===== src/rtl/poly_reduce_engine.sv =====
// Coefficient-reduction pass over polynomials in a shared coefficient RAM.
// Barrett reduce or conditional-subtract-q, one coefficient per clock, written back in place.
module poly_reduce_engine #(
   parameter int KYBER_K = 2,
   parameter int KYBER_N = 256,
   parameter int KYBER_Q = 3329,
   parameter int COEF_W  = 16,
   parameter int ADDR_W  = 9,
   parameter int RD_LAT  = 1
) (
   input  logic              clk,
   input  logic              reset_n,
   input  logic              start,
   input  logic              mode,
   input  logic [1:0]        poly_base,
   input  logic [2:0]        num_polys,
   output logic [ADDR_W-1:0] Coef_RAd,
   output logic              Coef_REN,
   input  logic [COEF_W-1:0] Coef_RData,
   output logic              Coef_WEN,
   output logic [ADDR_W-1:0] Coef_WAd,
   output logic [COEF_W-1:0] Coef_WData,
   output logic              busy,
   output logic              done,
   output logic              err
);

   localparam int LOG_N  = $clog2(KYBER_N);
   localparam int CNT_W  = LOG_N + 3;
   localparam int PIPE_D = RD_LAT + 2;

   localparam logic [1:0] ST_IDLE  = 2'd0;
   localparam logic [1:0] ST_RUN   = 2'd1;
   localparam logic [1:0] ST_DRAIN = 2'd2;
   localparam logic [1:0] ST_FIN   = 2'd3;

   localparam logic [3:0]         K_LIM = 4'(KYBER_K);
   localparam logic signed [31:0] Q_S   = 32'(KYBER_Q);
   localparam logic signed [31:0] Q2_S  = 32'(2 * KYBER_Q);
   localparam logic signed [31:0] BV_S  = 32'(((1 << 26) + KYBER_Q / 2) / KYBER_Q);
   localparam logic signed [31:0] RND_S = 32'sh0200_0000;

   function automatic logic signed [31:0] sext(input logic [COEF_W-1:0] v);
      return {{(32-COEF_W){v[COEF_W-1]}}, v};
   endfunction

   // Quotient estimate comes from the stage-1 product; one conditional add fixes the remainder.
   function automatic logic [COEF_W-1:0] barrett_fin(input logic signed [31:0] x,
                                                     input logic signed [31:0] prod);
      logic signed [31:0] t;
      logic signed [31:0] r;
      t = (prod + RND_S) >>> 26;
      r = x - t * Q_S;
      if (r < 32'sd0) r = r + Q_S;
      else            r = r;
      return COEF_W'(r);
   endfunction

   function automatic logic [COEF_W-1:0] csubq_fin(input logic signed [31:0] x);
      logic signed [31:0] r;
      if (x >= Q_S) r = x - Q_S;
      else          r = x;
      return COEF_W'(r);
   endfunction

   function automatic logic csubq_bad(input logic signed [31:0] x);
      return (x < 32'sd0) || (x >= Q2_S);
   endfunction

   logic [1:0]         state_r;
   logic [1:0]         next_s;
   logic               legal_s;
   logic               accept_s;
   logic               drain_empty_s;
   logic               mode_r;
   logic [CNT_W-1:0]   rem_r;
   logic               ren_r;
   logic [ADDR_W-1:0]  rad_r;
   logic               busy_r;
   logic               done_r;
   logic               err_r;
   logic [RD_LAT-1:0]  rv_r;
   logic               s1_v_r;
   logic [COEF_W-1:0]  s1_x_r;
   logic signed [31:0] s1_prod_r;
   logic               s2_v_r;
   logic [COEF_W-1:0]  s2_data_r;
   logic [ADDR_W-1:0]  apipe_r [PIPE_D];
   logic [COEF_W-1:0]  result_s;
   logic               bad_s;

   // Launch qualification and pipeline-empty detection.
   always_comb begin
      legal_s       = (num_polys != 3'd0) &&
                      (({2'b00, poly_base} + {1'b0, num_polys}) <= K_LIM);
      accept_s      = (state_r == ST_IDLE) && start;
      drain_empty_s = (rv_r == {RD_LAT{1'b0}}) && !s1_v_r;
   end

   // Next-state logic.
   always_comb begin
      next_s = state_r;
      case (state_r)
         ST_IDLE: begin
            if (start) begin
               if (legal_s) next_s = ST_RUN;
               else         next_s = ST_FIN;
            end else begin
               next_s = ST_IDLE;
            end
         end
         ST_RUN: begin
            if (rem_r == {CNT_W{1'b0}}) next_s = ST_DRAIN;
            else                        next_s = ST_RUN;
         end
         ST_DRAIN: begin
            // Stage 2 still holds the last write while this is checked, so done lands right after it.
            if (drain_empty_s) next_s = ST_FIN;
            else               next_s = ST_DRAIN;
         end
         ST_FIN:  next_s = ST_IDLE;
         default: next_s = ST_IDLE;
      endcase
   end

   // FSM state, read address generator and status flags.
   always_ff @(posedge clk or negedge reset_n) begin
      if (!reset_n) begin
         state_r <= ST_IDLE;
         mode_r  <= 1'b0;
         rem_r   <= {CNT_W{1'b0}};
         ren_r   <= 1'b0;
         rad_r   <= {ADDR_W{1'b0}};
         busy_r  <= 1'b0;
         done_r  <= 1'b0;
      end else begin
         state_r <= next_s;
         done_r  <= (next_s == ST_FIN);
         case (state_r)
            ST_IDLE: begin
               if (accept_s) begin
                  mode_r <= mode;
                  busy_r <= 1'b1;
                  ren_r  <= legal_s;
                  rad_r  <= ADDR_W'(poly_base) << LOG_N;
                  rem_r  <= (CNT_W'(num_polys) << LOG_N) - CNT_W'(1'b1);
               end
            end
            ST_RUN: begin
               if (rem_r == {CNT_W{1'b0}}) begin
                  ren_r <= 1'b0;
               end else begin
                  rad_r <= rad_r + ADDR_W'(1'b1);
                  rem_r <= rem_r - CNT_W'(1'b1);
               end
            end
            ST_FIN:  busy_r <= 1'b0;
            default: busy_r <= busy_r;
         endcase
      end
   end

   // Sticky error: reloaded on launch, set when a bad csubq input enters stage 2.
   always_ff @(posedge clk or negedge reset_n) begin
      if (!reset_n)                         err_r <= 1'b0;
      else if (accept_s)                    err_r <= !legal_s;
      else if (s1_v_r && mode_r && bad_s)   err_r <= 1'b1;
      else                                  err_r <= err_r;
   end

   // Stage-2 arithmetic from the registered stage-1 operands.
   always_comb begin
      result_s = {COEF_W{1'b0}};
      bad_s    = 1'b0;
      if (mode_r) begin
         result_s = csubq_fin(sext(s1_x_r));
         bad_s    = csubq_bad(sext(s1_x_r));
      end else begin
         result_s = barrett_fin(sext(s1_x_r), s1_prod_r);
         bad_s    = 1'b0;
      end
   end

   // Read-latency valid chain, arithmetic stages and the write-address shift register.
   always_ff @(posedge clk or negedge reset_n) begin
      if (!reset_n) begin
         rv_r      <= {RD_LAT{1'b0}};
         s1_v_r    <= 1'b0;
         s1_x_r    <= {COEF_W{1'b0}};
         s1_prod_r <= 32'sd0;
         s2_v_r    <= 1'b0;
         s2_data_r <= {COEF_W{1'b0}};
         for (int k = 0; k < PIPE_D; k++) apipe_r[k] <= {ADDR_W{1'b0}};
      end else begin
         rv_r[0] <= ren_r;
         for (int k = 1; k < RD_LAT; k++) rv_r[k] <= rv_r[k-1];
         s1_v_r    <= rv_r[RD_LAT-1];
         s1_x_r    <= Coef_RData;
         s1_prod_r <= sext(Coef_RData) * BV_S;
         s2_v_r    <= s1_v_r;
         s2_data_r <= result_s;
         apipe_r[0] <= rad_r;
         for (int k = 1; k < PIPE_D; k++) apipe_r[k] <= apipe_r[k-1];
      end
   end

   assign Coef_REN   = ren_r;
   assign Coef_RAd   = rad_r;
   assign Coef_WEN   = s2_v_r;
   assign Coef_WAd   = apipe_r[PIPE_D-1];
   assign Coef_WData = s2_data_r;
   assign busy       = busy_r;
   assign done       = done_r;
   assign err        = err_r;

endmodule


===== config.mk =====
export PLATFORM = sky130hd
export DESIGN_NAME = poly_reduce_engine
export DESIGN_NICKNAME = d
export VERILOG_FILES = /design/src/rtl/poly_reduce_engine.sv
export SDC_FILE = /design/constraint.sdc
export NUM_CORES = 1
export LEC_CHECK = 0
export BUFFER_PORTS_ARGS = -buffer_cell sky130_fd_sc_hd__buf_2
export CAP_MARGIN = 25
export CELL_PAD_IN_SITES_DETAIL_PLACEMENT = 1
export CELL_PAD_IN_SITES_GLOBAL_PLACEMENT = 2
export CORE_UTILIZATION = 30
export DETAILED_ROUTE_END_ITERATION = 6
export HOLD_SLACK_MARGIN = 0.02
export MAX_ROUTING_LAYER = met4
export PLACE_DENSITY_LB_ADDON = 0.08
export REMOVE_ABC_BUFFERS = 1
export SETUP_SLACK_MARGIN = 0.15
export SLEW_MARGIN = 10
export SYNTH_ARGS = -nofsm -noshare
export SYNTH_HDL_FRONTEND = slang
export SYNTH_SLANG_ARGS = --single-unit

===== constraint.sdc =====
create_clock -name clk -period 6.16 [get_ports clk]
set_input_delay 1.232 -clock clk [delete_from_list [all_inputs] [get_ports clk]]
set_output_delay 1.232 -clock clk [all_outputs]
set_load 0.02 [all_outputs]

Word level (Yosys, flattened, before mapping)
Index checks and enable logic that the tools add are counted.

cells by class
  bitwise gates (word level) = 1
  multiply operators = 2
  $add $sub $neg = 8
  muxes and demuxes = 22
  reductions and logical operators = 18
  equality and inequality tests = 7
  $lt $le $gt $ge = 5

operators by type and width
  kind                      count
  $mux W16                  3
  $add A32 B27 Y32 const B  1
  $mul A16 B16 Y32 const B  1
  $mux W11                  2
  $pmux W11 S2              1
  $sub A11 B1 Y11 const B   2
  $lt A20 B1 Y1 const B     1
  $sub A16 B19 Y20          1
  $mul A6 B13 Y19 const B   1
  $mux W9                   2
  $pmux W9 S2               1
  $add A16 B13 Y16 const B  1
  $ge A16 B13 Y1 const B    1
  $ge A16 B14 Y1 const B    1
  $lt A16 B1 Y1 const B     1
  $sub A16 B13 Y16 const B  1
  $logic_not A11 Y1         1
  $add A9 B1 Y9 const B     1
  $pmux W2 S4               1
  $mux W1                   7
  $eq A2 B2 Y1 const B      3
  $mux W2                   3
  $ne A2 B2 Y1 const B      3
  $reduce_and A3 Y1         2
  12 further kinds          21

storage, ports and cells
  bits of input ports = 25
  output and inout port bits = 39
  bits in registers = 121

Depth between registers and ports, before layout
  depth after elaboration = 7
  gate-level depth with buffers = 22

Least setup slack after synthesis
No wires, ideal clock.

  path type = input to register
  start point = in Coef_RData[15]
  end point = reg s1_prod_r[31]
  data arrival time = 6.249 ns
  data required time = 6.026 ns
  stages = 19
  setup slack = -0.223 ns
  library setup time = 0.134 ns
  cells stage by stage = clkbuf_1 -> inv_1 -> fa_1 -> inv_1 -> fa_1 -> fa_1 -> fa_1 -> inv_1 -> fa_1 -> inv_1 -> ha_1 -> a21oi_1 -> o21ai_0 -> nor4_1 -> nand2_1 -> o21ai_0 -> o211ai_1 -> o311a_1 -> xnor2_1

on the way
  longest elaborated chain between the ends = 1

ends and longest elaborated chain
  what                  line  RTL
  from (decl)           19    input logic [COEF_W-1:0] Coef_RData,
  $mul A16 B16 Y32      199   s1_prod_r <= sext(Coef_RData) * BV_S;
  to (signal assigned)  199
  to (decl)             85    logic signed [31:0] s1_prod_r;

No other way between the ends.
A chain may end at the register's enable or synchronous reset.

Final worst setup path
  start point = in Coef_RData[14]
  end point = reg s1_prod_r[29]

The elaborated chain is that of the path after synthesis.

==> results.py <==
metrics = {
    "final_layout": {
        "fillCellCount": 4298,
        "layout-drive-gt1-share_pct": 20.2,
        "final_common_cell": "inv_1",
        "antenna_cells": 0,
        "final_util_pct": 36.5,
        "mostFrequentLayoutCells": "inv_1 (274), ha_1 (157), fa_1 (144)",
        "final_nets": 1633,
        "areaGrowthSynthToFinish_pct": 19.8,
        "instances_no_fill": 1795,
    },
    "critical_path": {
        "end_kind": "flop",
        "worstSetupPathType": "in -> reg",
        "crit_path_max_fanout": 6,
        "crit_arrival_ns": 6.21,
        "start_kind": "input port",
        "crit_required_ns": 6.39,
    },
    "drt": {
        "drt_iter0_markers": 166,
        "vias": 7885,
        "wl_mm": 29.0,
        "ant_nets": 0,
        "avgRoutedWirePerCell_um": 16.2,
        "via_per_inst": 4.39,
        "route.detailed.drc": 0,
        "dr.pass1.iters": 4,
    },
    "timing": {
        "setup_ws_ns": 0.182,
        "report.final.hold_viol_count": 0,
        "slew_headroom_pct": 48.0,
        "finalCritPeriodShare_pct": 97.0,
        "tightest_slew_ns": 0.773,
        "drv_slew": 0,
        "fin_skew_ns": 0.0101,
        "fin_crit_ns": 5.98,
        "finalSetupViolations": 0,
        "rsz0062_at_grt": "yes",
        "fmax_mhz": 167,
    },
    "global_routing": {
        "grt.total_usage_pct": 16.4,
        "grt_max_degree": 60,
        "grt_pass1_wl_mm": 47.9,
        "grt_pass1_vias": 8742,
        "antenna_found_initial": 0,
        "gr-total-overflow": 0,
    },
    "synthesis": {
        "syn_area_per_cell_sq_um": 10.1,
        "netlist_area_sq_um": 11500,
        "ys_seq_area_share_pct": 20.9,
        "synth_edf_count": 0,
        "ys_types": 69,
        "synthArstFlopShare_pct": 100,
        "ys_warn_count": 0,
        "syn_inst": 1138,
        "ys_seq_elements": 96,
        "synth_top_flop_cell": "dfrtp_1",
    },
    "cts": {
        "cts_buffer_depth": 2,
        "cts_sinks": 96,
        "clk_latency_ns": 0.35,
        "cts.htree.levels": 3,
        "clk_pin_slew_ns": 0.07,
        "numCtsBuffers": 9,
        "cts_hold_buffers": 0,
        "cts_tree": "yes",
        "cts_root_buf": "clkbuf_16",
    },
    "floorplanning": {
        "die_h_um": 198,
        "std_cell_rows": 71,
        "start_util_pct": 30.5,
        "dieWidth_um": 198,
        "ios": 64,
        "dieArea_sq_um": 39200,
        "core_area_sq_um": 37800,
    },
    "worst_hold_path": {
        "hp-class": "reg -> reg",
    },
    "placed_design": {
        "dp_hpwl_mm": 25.1,
        "dp.cells": 1772,
        "place_worst_setup_slack_ns": -0.710,
        "io_buffers": 63,
        "routabilityCongestion": 0.800,
    },
    "status": {
        "outcome": "finished, final reports clean",
    },
    "job": {
        "maxCapViolCount": 0,
    },
}
-- layout make-up --
| cell class | count | area, sq um | area share [%] |
|---|---|---|---|
| Inverter | 300 | 1150 | 8.34 |
| Clock buffer | 10 | 239 | 1.73 |
| Timing Repair Buffer | 148 | 1100 | 7.96 |
| Clock inverter | 6 | 60.1 | 0.435 |
| Tap cell | 511 | 639 | 4.63 |
| Sequential cell | 96 | 2400 | 17.4 |
| Multi-Input combinational cell | 724 | 8210 | 59.5 |
-- state kept, by name (all words and copies together) (netlist names) --
name	flops
Coef_WData	16
rv_r	1
apipe_r	18
Coef_WEN	1
done	1
mode_r	1
s1_v_r	1
rem_r	11
Coef_RAd	9
state_r	2
s1_prod_r	8
Coef_REN	1
Coef_WAd	9
s1_x_r	15
busy	1
err	1
-- stage by stage --
step / TNS [ns] / hold slack, ns / cell area, sq um
2_1_floorplan: -0.239 / 0.331 / 11400
3_3_place_gp: -3.21 / 0.332 / 12900
3_5_place_dp: -3.91 / 0.336 / 12900
4_1_cts: 0 / 0.352 / 13600
5_1_grt: 0 / 0.356 / 13800
6_report: 0 / 0.350 / 13800
-- routing by layer --
layer	share of wire, %	vias up	wire, um	track usage [%]
met5	0	-	0	-
li1	-	3878	-	-
met3	1.1	15	321	1.21
met2	50	54	14600	28.1
met4	1.3	0	391	3.47
met1	47	3938	13700	21.2
-- kinds of logic after synthesis --
kind of cell / after synthesis / share of synthesized area, %
AOI/OAI and AO/OA: 126 / 7.37
and+or+nand+nor: 184 / 8.56
DFF: 96 / 20.9
xor gates and xnor gates: 72 / 5.54
buffers and inverters: 318 / 10.8
muxes: 13 / 1.17
adders and majority gates: 329 / 45.7
-- critical path, cell delays in order --
cell       delay (ns)
buf_12           0.11
buf_6            0.11
fa_1             0.55
fa_2             0.46
fa_1             0.54
fa_2             0.45
fa_1             0.51
inv_2            0.04
fa_1             0.52
inv_2            0.05
ha_4             0.24
nand4_1          0.19
a21oi_2          0.18
o2111ai_2        0.13
nand2_1          0.09
o21ai_2          0.07
buf_6            0.13
o211ai_1         0.25
buf_4            0.18
a21oi_2          0.05
xnor2_1          0.12
-- timing repair --
item | CTS | global route
setup buffers | 4 | 3
gates cloned | 0 | 0
pin swaps | 63 | 48
endpoints found under the setup margin | 7 | 6
gates resized for setup | 89 | 40
-- cell usage after synthesis (all sizes together), types with 13 or more instances --
library cell | count | area share, %
a21oi | 37 | 1.6
buf | 13 | 0.81
dfrtp | 96 | 21
fa | 153 | 27
ha | 176 | 19
inv | 300 | 9.8
nand2 | 42 | 1.4
nand3 | 16 | 0.70
nor2 | 38 | 1.3
nor3 | 17 | 0.84
o21ai | 34 | 1.5
xnor2 | 51 | 3.9
xor2 | 21 | 1.7
-- worst paths after layout --
path                                    startpoint                       end  slack (ns)  depth (start not counted)
min reg2reg                  apipe_r[12]$_DFF_PN0_     Coef_WAd[3]$_DFF_PN0_        0.35                          0
min                          apipe_r[12]$_DFF_PN0_     Coef_WAd[3]$_DFF_PN0_        0.35                          0
max in group asynchronous                  reset_n      rem_r[1]$_DFFE_PN0P_        4.16                          2
min in group asynchronous                  reset_n   Coef_WData[7]$_DFF_PN0_        0.85                          1
max                                 Coef_RData[14]   s1_prod_r[29]$_DFF_PN0_        0.18                         21
max reg2reg                s1_prod_r[27]$_DFF_PN0_  Coef_WData[14]$_DFF_PN0_        0.85                         19
Power is left out: the tool's default activity adds up to more than one toggle a clock period on the data nets, which glitch-free logic cannot reach.
